### src/rtl/wrr_row_if.sv
// Handshake bundle between the weighted round-robin row arbiter and its requesters/consumer.
// The master side drives requests, weights and acks; the slave side is the arbiter.
interface wrr_row_if #(
  parameter int unsigned NUM_ROWS = 4,
  parameter int unsigned ROW_ADD  = $clog2(NUM_ROWS),
  parameter int unsigned WEIGHT_W = 2
);
  logic                         enable_i;
  logic                         refresh_i;
  logic                         mode_i;
  logic [NUM_ROWS-1:0]          req_i;
  logic [NUM_ROWS*WEIGHT_W-1:0] weight_i;
  logic                         ack_i;
  logic [NUM_ROWS-1:0]          gnt_o;
  logic                         gnt_valid_o;
  logic [ROW_ADD-1:0]           xadd_o;
  logic                         grp_release_o;

  modport master (
    output enable_i, refresh_i, mode_i, req_i, weight_i, ack_i,
    input  gnt_o, gnt_valid_o, xadd_o, grp_release_o
  );

  modport slave (
    input  enable_i, refresh_i, mode_i, req_i, weight_i, ack_i,
    output gnt_o, gnt_valid_o, xadd_o, grp_release_o
  );
endinterface

### src/rtl/wrr_row_arbiter.sv
// Weighted round-robin row arbiter: grants the lowest eligible row for up to its burst weight
// of acked transfers, in continuous (wrapping) or single-pass mode.
module wrr_row_arbiter #(
  parameter int unsigned NUM_ROWS = 4,
  parameter int unsigned ROW_ADD  = $clog2(NUM_ROWS),
  parameter int unsigned WEIGHT_W = 2
) (
  input  logic     clk_i,
  input  logic     reset_i,
  wrr_row_if.slave bus
);

  typedef enum logic [1:0] {StArb, StGrant, StDone} state_e;

  localparam logic [NUM_ROWS-1:0] AllOnes = '1;

  state_e              st_q, st_d;
  logic [NUM_ROWS-1:0] mask_q, mask_d;
  logic [NUM_ROWS-1:0] gnt_q, gnt_d;
  logic                gnt_valid_q, gnt_valid_d;
  logic [ROW_ADD-1:0]  xadd_q, xadd_d;
  logic                rel_q, rel_d;
  logic [WEIGHT_W-1:0] cnt_q, cnt_d;

  logic [NUM_ROWS-1:0] eligible;
  logic [ROW_ADD-1:0]  pick;
  logic [WEIGHT_W-1:0] cur_weight;
  logic [WEIGHT_W-1:0] burst_len;
  logic                cur_req;
  logic                burst_done;

  assign eligible   = bus.req_i & mask_q;
  assign cur_weight = bus.weight_i[int'(xadd_q)*WEIGHT_W +: WEIGHT_W];
  // A zero weight still grants a single transfer.
  assign burst_len  = (cur_weight == '0) ? WEIGHT_W'(1) : cur_weight;
  assign cur_req    = bus.req_i[xadd_q];
  assign burst_done = bus.ack_i && ((cnt_q + WEIGHT_W'(1)) == burst_len);

  // Lowest-index eligible row wins.
  always_comb begin
    pick = '0;
    for (int i = int'(NUM_ROWS) - 1; i >= 0; i--) begin
      if (eligible[i]) pick = ROW_ADD'(i);
    end
  end

  always_comb begin
    st_d        = st_q;
    mask_d      = mask_q;
    gnt_d       = gnt_q;
    gnt_valid_d = gnt_valid_q;
    xadd_d      = xadd_q;
    rel_d       = rel_q;
    cnt_d       = cnt_q;
    if (bus.refresh_i) begin
      st_d        = StArb;
      mask_d      = AllOnes;
      gnt_d       = '0;
      gnt_valid_d = 1'b0;
      cnt_d       = '0;
      rel_d       = 1'b0;
    end else if (bus.enable_i) begin
      case (st_q)
        StArb: begin
          rel_d = 1'b0;
          if (|eligible) begin
            gnt_d       = NUM_ROWS'(1) << pick;
            xadd_d      = pick;
            gnt_valid_d = 1'b1;
            cnt_d       = '0;
            st_d        = StGrant;
          end else if (|bus.req_i) begin
            rel_d = 1'b1;
            if (bus.mode_i) begin
              st_d = StDone;
            end else begin
              mask_d = AllOnes;
            end
          end
        end
        StGrant: begin
          if (burst_done || !cur_req) begin
            // Rows at or below the one just served sit out the rest of this pass.
            mask_d      = AllOnes << (int'(xadd_q) + 1);
            gnt_d       = '0;
            gnt_valid_d = 1'b0;
            cnt_d       = '0;
            st_d        = StArb;
          end else if (bus.ack_i) begin
            cnt_d = cnt_q + WEIGHT_W'(1);
          end
        end
        StDone: begin
          rel_d = 1'b1;
        end
        default: begin
          st_d = StArb;
        end
      endcase
    end
  end

  always_ff @(posedge clk_i) begin
    if (reset_i) begin
      st_q        <= StArb;
      mask_q      <= AllOnes;
      gnt_q       <= '0;
      gnt_valid_q <= 1'b0;
      xadd_q      <= '0;
      rel_q       <= 1'b0;
      cnt_q       <= '0;
    end else begin
      st_q        <= st_d;
      mask_q      <= mask_d;
      gnt_q       <= gnt_d;
      gnt_valid_q <= gnt_valid_d;
      xadd_q      <= xadd_d;
      rel_q       <= rel_d;
      cnt_q       <= cnt_d;
    end
  end

  assign bus.gnt_o         = gnt_q;
  assign bus.gnt_valid_o   = gnt_valid_q;
  assign bus.xadd_o        = xadd_q;
  assign bus.grp_release_o = rel_q;

endmodule

### src/flat_wrapper.sv
// flat-port wrapper written by rule: the top's interface ports become plain ports
module wrr_row_arbiter_flat 
#(
  parameter int unsigned NUM_ROWS = 4,
  parameter int unsigned ROW_ADD  = $clog2(NUM_ROWS),
  parameter int unsigned WEIGHT_W = 2
)
  (clk_i, reset_i, bus_enable_i, bus_refresh_i, bus_mode_i, bus_req_i, bus_weight_i, bus_ack_i, bus_gnt_o, bus_gnt_valid_o, bus_xadd_o, bus_grp_release_o);
  wrr_row_if #(.NUM_ROWS(NUM_ROWS), .ROW_ADD(ROW_ADD), .WEIGHT_W(WEIGHT_W)) bus_i ();
  input  logic clk_i;
  input  logic reset_i;
  input wire logic [$bits(bus_i.enable_i)-1:0] bus_enable_i;
  input wire logic [$bits(bus_i.refresh_i)-1:0] bus_refresh_i;
  input wire logic [$bits(bus_i.mode_i)-1:0] bus_mode_i;
  input wire logic [$bits(bus_i.req_i)-1:0] bus_req_i;
  input wire logic [$bits(bus_i.weight_i)-1:0] bus_weight_i;
  input wire logic [$bits(bus_i.ack_i)-1:0] bus_ack_i;
  output wire logic [$bits(bus_i.gnt_o)-1:0] bus_gnt_o;
  output wire logic [$bits(bus_i.gnt_valid_o)-1:0] bus_gnt_valid_o;
  output wire logic [$bits(bus_i.xadd_o)-1:0] bus_xadd_o;
  output wire logic [$bits(bus_i.grp_release_o)-1:0] bus_grp_release_o;
  assign bus_i.enable_i = bus_enable_i;
  assign bus_i.refresh_i = bus_refresh_i;
  assign bus_i.mode_i = bus_mode_i;
  assign bus_i.req_i = bus_req_i;
  assign bus_i.weight_i = bus_weight_i;
  assign bus_i.ack_i = bus_ack_i;
  assign bus_gnt_o = bus_i.gnt_o;
  assign bus_gnt_valid_o = bus_i.gnt_valid_o;
  assign bus_xadd_o = bus_i.xadd_o;
  assign bus_grp_release_o = bus_i.grp_release_o;
  wrr_row_arbiter #(.NUM_ROWS(NUM_ROWS), .ROW_ADD(ROW_ADD), .WEIGHT_W(WEIGHT_W)) u_core (.clk_i(clk_i), .reset_i(reset_i), .bus(bus_i));
endmodule
### config.mk
export PLATFORM = sky130hd
export DESIGN_NAME = wrr_row_arbiter_flat
export DESIGN_NICKNAME = d
export VERILOG_FILES = /design/src/rtl/wrr_row_if.sv /design/src/rtl/wrr_row_arbiter.sv /design/src/flat_wrapper.sv
export SDC_FILE = /design/constraint.sdc
export NUM_CORES = 1
export LEC_CHECK = 0
export ABC_AREA = 1
export CAP_MARGIN = 25
export CORE_UTILIZATION = 45
export DETAILED_ROUTE_END_ITERATION = 12
export PLACE_DENSITY = 0.75
export SYNTH_ARGS = -nofsm -noshare
export SYNTH_HDL_FRONTEND = slang
export SYNTH_SLANG_ARGS = --single-unit
### constraint.sdc
create_clock -name clk_i -period 2.3 [get_ports clk_i]
set_input_delay 0.46 -clock clk_i [delete_from_list [all_inputs] [get_ports clk_i]]
set_output_delay 0.46 -clock clk_i [all_outputs]
set_load 0.01 [all_outputs]
Yosys cells after proc, flatten, opt, wreduce, memory -nomap -nowiden. Index checks and enable logic that the tools add are counted.

Register bits after elaboration: 16.

Add/sub/neg operators: 2. $lt $le $gt $ge: 1. Equality and inequality tests: 11. Shifts and indexed selects: 3. Multiplexer cells: 30. Bitwise gates (word level): 3. Reductions and logical operators: 16.

Operators with widths (number): 4-bit by 32-bit left shift with 4-bit output, first input constant (1); 2-bit 2-to-1 mux (12); 4-bit 2-to-1 mux (6); 4-bit case mux with 2 select lines (2); 4-bit AND reduction (3); 4-bit OR reduction (2); 8-bit by 4-bit variable part select with 2-bit output (1); 2-bit by 1-bit != test with 1-bit output, second input constant (3); 3-bit by 2-bit != test with 1-bit output, second input constant (2); 2-bit case mux with 3 select lines (1); 6-bit AND reduction (1); 1-bit 2-to-1 mux (5); 5-bit AND reduction (1); 4-bit AND (1); 2-bit logical NOT (2); 2-bit != test, second input constant (2); 1-bit case mux with 2 select lines (2); 2-bit case mux with 2 select lines (1); 2-bit nonzero test (2); 1-bit by 2-bit left shift with 4-bit output, first input constant (1); 2-bit by 1-bit adder with 3-bit output, second input constant (1); 2-bit by 3-bit < comparator with 1-bit output, second input constant (1); 3-bit by 1-bit != test with 1-bit output, second input constant (1); 2-bit by 1-bit adder with 2-bit output, second input constant (1); other kinds (10) (11).

Longest topological paths before layout.
Word-level depth: 8. Gate-level depth with buffers: 14. Gate-level depth less buffers: 14.

Least setup slack after synthesis. OpenSTA, ideal clock, no wires.

Path kind: input -> register. Start: input bus_req_i[0]. End: register u_core.mask_q[0]. Library setup time: 0.135 ns. Data arrival time: 1.374 ns. Path slack: 0.791 ns. Stages: 8. Cells stage by stage: nand2_1 nand2_1 nor2_1 nor2_2 a211oi_2 nand2_2 nand2_1 nand3_1.

Word-level cells in the longest chain between the ends: 6. Elaborated cells between the ends (all ways): 11. Those cells by class: 3 x eq/ne; 2 x mux; 1 x bitwise; 5 x reduce/logical.

RTL lines: start, declared (RTL line flat_wrapper.sv:15) `input wire logic [$bits(bus_i.req_i)-1:0] bus_req_i;`; 1-bit binary-select mux with 2-bit select (RTL line wrr_row_arbiter.sv:36) `assign cur_req = bus.req_i[xadd_q];`; 1-bit 2-to-1 mux (not written as such) (RTL line wrr_row_arbiter.sv:36); 1-bit logical NOT (RTL line wrr_row_arbiter.sv:82) `if (burst_done || !cur_req) begin`; 1-bit logical OR (RTL line wrr_row_arbiter.sv:82); 2-bit by 1-bit != test with 1-bit output (no source line); 6-bit AND reduction (no source line) *; end signal, assigned (RTL line wrr_row_arbiter.sv:106) `mask_q <= AllOnes;`; end signal, assigned (RTL line wrr_row_arbiter.sv:114) `mask_q <= mask_d;`; end, declared (RTL line wrr_row_arbiter.sv:18) `logic [NUM_ROWS-1:0] mask_q, mask_d;`.

Mark *: on every way between the ends. The rest lies on a longest branch, timed or not. The select of a mux whose other input is x is not followed. A chain may end at the register's enable or synchronous reset.

Worst setup path in the final report.
Start: register u_core.xadd_q[1] (netlist: u_core.bus.xadd_o[1]). End: output bus_xadd_o[1].

RTL lines: start, declared (RTL line wrr_row_arbiter.sv:21) `logic [ROW_ADD-1:0] xadd_q, xadd_d;`; start signal, assigned (RTL line wrr_row_arbiter.sv:109) `xadd_q <= '0;`; start signal, assigned (RTL line wrr_row_arbiter.sv:117) `xadd_q <= xadd_d;`; end, declared (RTL line flat_wrapper.sv:20) `output wire logic [$bits(bus_i.xadd_o)-1:0] bus_xadd_o;`.

No word-level cell between the ends.

==> run_results.csv <==
group,metric,value,unit
detailed_routing,drtAntennaViolNets,0,
timing,hold_viol,0,
pwr,power_leakage,0.6121,nW
worst_setup_path,crit_chain,"clkdlybuf4s50_1",
worst_setup_path,end_kind,"output pin",
detailed_routing,dr.first_iter.drc_count,24,
timing,max_freq,535.2,MHz
clock_network,cts-root-buf,"clkbuf_4",
layout,fillers,180,
layout,num-nets-final,204,
synth,synth_mux_area_share,0,%
job,drv_cap,0,
worst_setup_path,crit_slowest_cell,"clkdlybuf4s50_1",
synth,synth_warnings,0,
worst_setup_path,critPathMaxFanout,9,
grt,grt_pass1_vias,965,
timing,fin_setup_tns,0,ns
floorplan,boundaryPins,26,
floorplan,fp.dieW,48.84,um
synth,synth-compound-area-share,15.72,%
placement,io_buffers,25,
worst_setup_path,crit_buf_inv,1,
synth,synthCells,156,
clock_network,tritoncts,"built",
floorplan,fp-row-count,16,
clock_network,numClockSinks,16,
synth,syn-cell-area,987.2,um2
worst_setup_path,cp_top_family,"buffers and inverters",
grt,grt_max_degree,11,
worst_setup_path,cp.arrival,1.41,ns
clock_network,cts_resized,0,
placement,place_congestion,0.9042,
synth,synthAdderAreaFrac,0,%
clock_network,cts-htree-levels,1,
timing,finalSetupViolCount,0,
clock_network,path_clk_slew,0.10,ns
synth,synth_top_family_by_area,"simple AND/OR/NAND/NOR gates",
timing,worstMarginPinSlew,0.3329,ns
detailed_routing,routedWlPerCell,11.02,um
layout,postLayoutCoreUtil,65.63,%
clock_network,clk_latency,0.28,ns
grt,antenna_found_initial,0,
placement,dp_hpwl,1877,um
grt,grt_pass1_wl,4098,um
synth,synth_nets,174,
synth,ys_seq_area_share,32.45,%
worst_setup_path,worst_setup_path_start_kind,"flop",
synth,synth-xor-area-share,1.774,%
layout,drive_gt1_share,10.81,%
detailed_routing,vias,1083,
detailed_routing,drc,0,
timing,slew_headroom,77.77,%
pwr,finalPower,0.0006480,W
grt,track_usage,21.72,%
worst_setup_path,critPathKind,"reg2out",
outcome,outcome,"finished clean",
floorplan,fp.dieH,48.84,um
detailed_routing,routed_wl,2336,um
timing,min_period,1.869,ns
detailed_routing,via_per_inst,5.108,
synth,synth-seq-cells,16,
pwr,p_per_area,493.2,nW/um2
clock_network,postCtsSetupBuffers,0,
floorplan,core_area,2002,um2
timing,rsz0062_at_grt,"no",
min_path,hp-class,"reg2reg",
layout,insertedDiodeCount,0,
clock_network,cts_hold_buf,0,
synth,yosysUniqueCellTypes,25,
layout,area_growth,33.08,%
worst_setup_path,cpPeakStageDelay,0.60,ns
timing,whs,0.4698,ns
synth,avgSynthCellArea,6.328,um2
floorplan,initial_core_util,49.31,%
pwr,ir_drop,0.0003418,V
clock_network,clockBufferDepth,2,
timing,fin_crit_sh,81.24,%
timing,slew_violations,0,
synth,synth-simple-area-share,40.05,%
grt,grt_overflow,0,
detailed_routing,first_pass_iters,4,
clock_network,cts_buffers,3,
worst_setup_path,crit_required,1.84,ns
timing,skew,0.001281,ns
floorplan,dieArea,2385,um2
[flip-flops by register name, indices dropped and copies added, names as in the netlist]
register,count
u_core.bus.gnt_o,4
u_core.bus.grp_release_o,1
u_core.cnt_q,2
u_core.mask_q,4
u_core.bus.xadd_o,2
u_core.st_q,2
u_core.bus.gnt_valid_o,1
[power breakdown]
part / total [W] / switching [W] / internal (W) / leakage [nW]
combinational: 0.000163 / 0.0000879 / 0.0000752 / 0.461
clock: 0.000187 / 0.0000907 / 0.0000964 / 0.0210
sequential: 0.000298 / 0.0000114 / 0.000286 / 0.130
total: 0.000648 / 0.000190 / 0.000458 / 0.612
[stage by stage]
step	setup slack [ns]	instance area (um2)	cells
detailed placement	0.1814	1277	208
CTS	0.4339	1314	212
finish	0.4314	1314	212
floorplan	0.7909	987.2	156
global placement	0.2220	1277	208
global route	0.3078	1314	212
[cell families after synthesis]
kind of cell	count (synthesis)
and+or+nand+nor	88
DFF	16
AOI/OAI and AO/OA	24
xor gates and xnor gates	2
buffers and inverters	26
[cells in the final DEF (no fill, tap or decap), types with 2 or more instances in the layout]
cell,n
a21oi_1,11
buf_4,2
clkbuf_4,3
clkdlybuf4s50_1,25
dfxtp_1,16
inv_1,21
inv_2,2
nand2_1,43
nand2_2,5
nand2_4,2
nand3_1,17
nor2_1,16
o21ai_0,5
o21ai_1,3
xor2_1,2
[cell type report]
cell class,instances,area [um2],share of cell area (%)
Inverter,24,90.09,6.857
Tap cell,27,33.78,2.571
Multi-Input combinational cell,114,568.0,43.24
Clock buffer,4,36.28,2.762
Sequential cell,16,320.3,24.38
Timing Repair Buffer,27,265.3,20.19
[worst paths after layout]
kind | to | startpoint | cells after the start | slack [ns]
setup / recovery | bus_xadd_o[1] | u_core.bus.xadd_o[1]$_SDFFE_PP0P_ | 1 | 0.43
hold / removal | u_core.bus.gnt_o[3]$_SDFFE_PP0P_ | u_core.bus.gnt_o[3]$_SDFFE_PP0P_ | 2 | 0.47
setup reg to reg | u_core.mask_q[0]$_SDFFE_PP1P_ | u_core.bus.xadd_o[0]$_SDFFE_PP0P_ | 13 | 0.67
hold reg to reg | u_core.bus.gnt_o[3]$_SDFFE_PP0P_ | u_core.bus.gnt_o[3]$_SDFFE_PP0P_ | 2 | 0.47
[cells in the mapped netlist (all sizes together)]
library cell | n | area, um2
xor2 | 2 | 17.52
a211oi | 1 | 12.51
clkinv | 1 | 3.750
clkbuf | 2 | 8.750
o21bai | 1 | 11.26
dfxtp | 16 | 320.3
a21oi | 11 | 55.05
or2 | 1 | 6.260
nor3 | 1 | 5.000
o21ai | 8 | 40.03
nand3b | 1 | 7.510
nand2 | 50 | 215.2
a311oi | 1 | 8.760
a31oi | 2 | 27.53
nor2 | 17 | 66.32
inv | 23 | 86.34
nand3 | 18 | 95.09
[per-layer routing]
metal	share of wire, %	vias to the layer above	track usage [%]
met4	0.26	0	7.353
met5	0	-	0
met1	46	492	28.49
li1	-	553	-
met2	49	36	37.04
met3	5.1	2	2.181
Power figures use the tool's default switching activity.
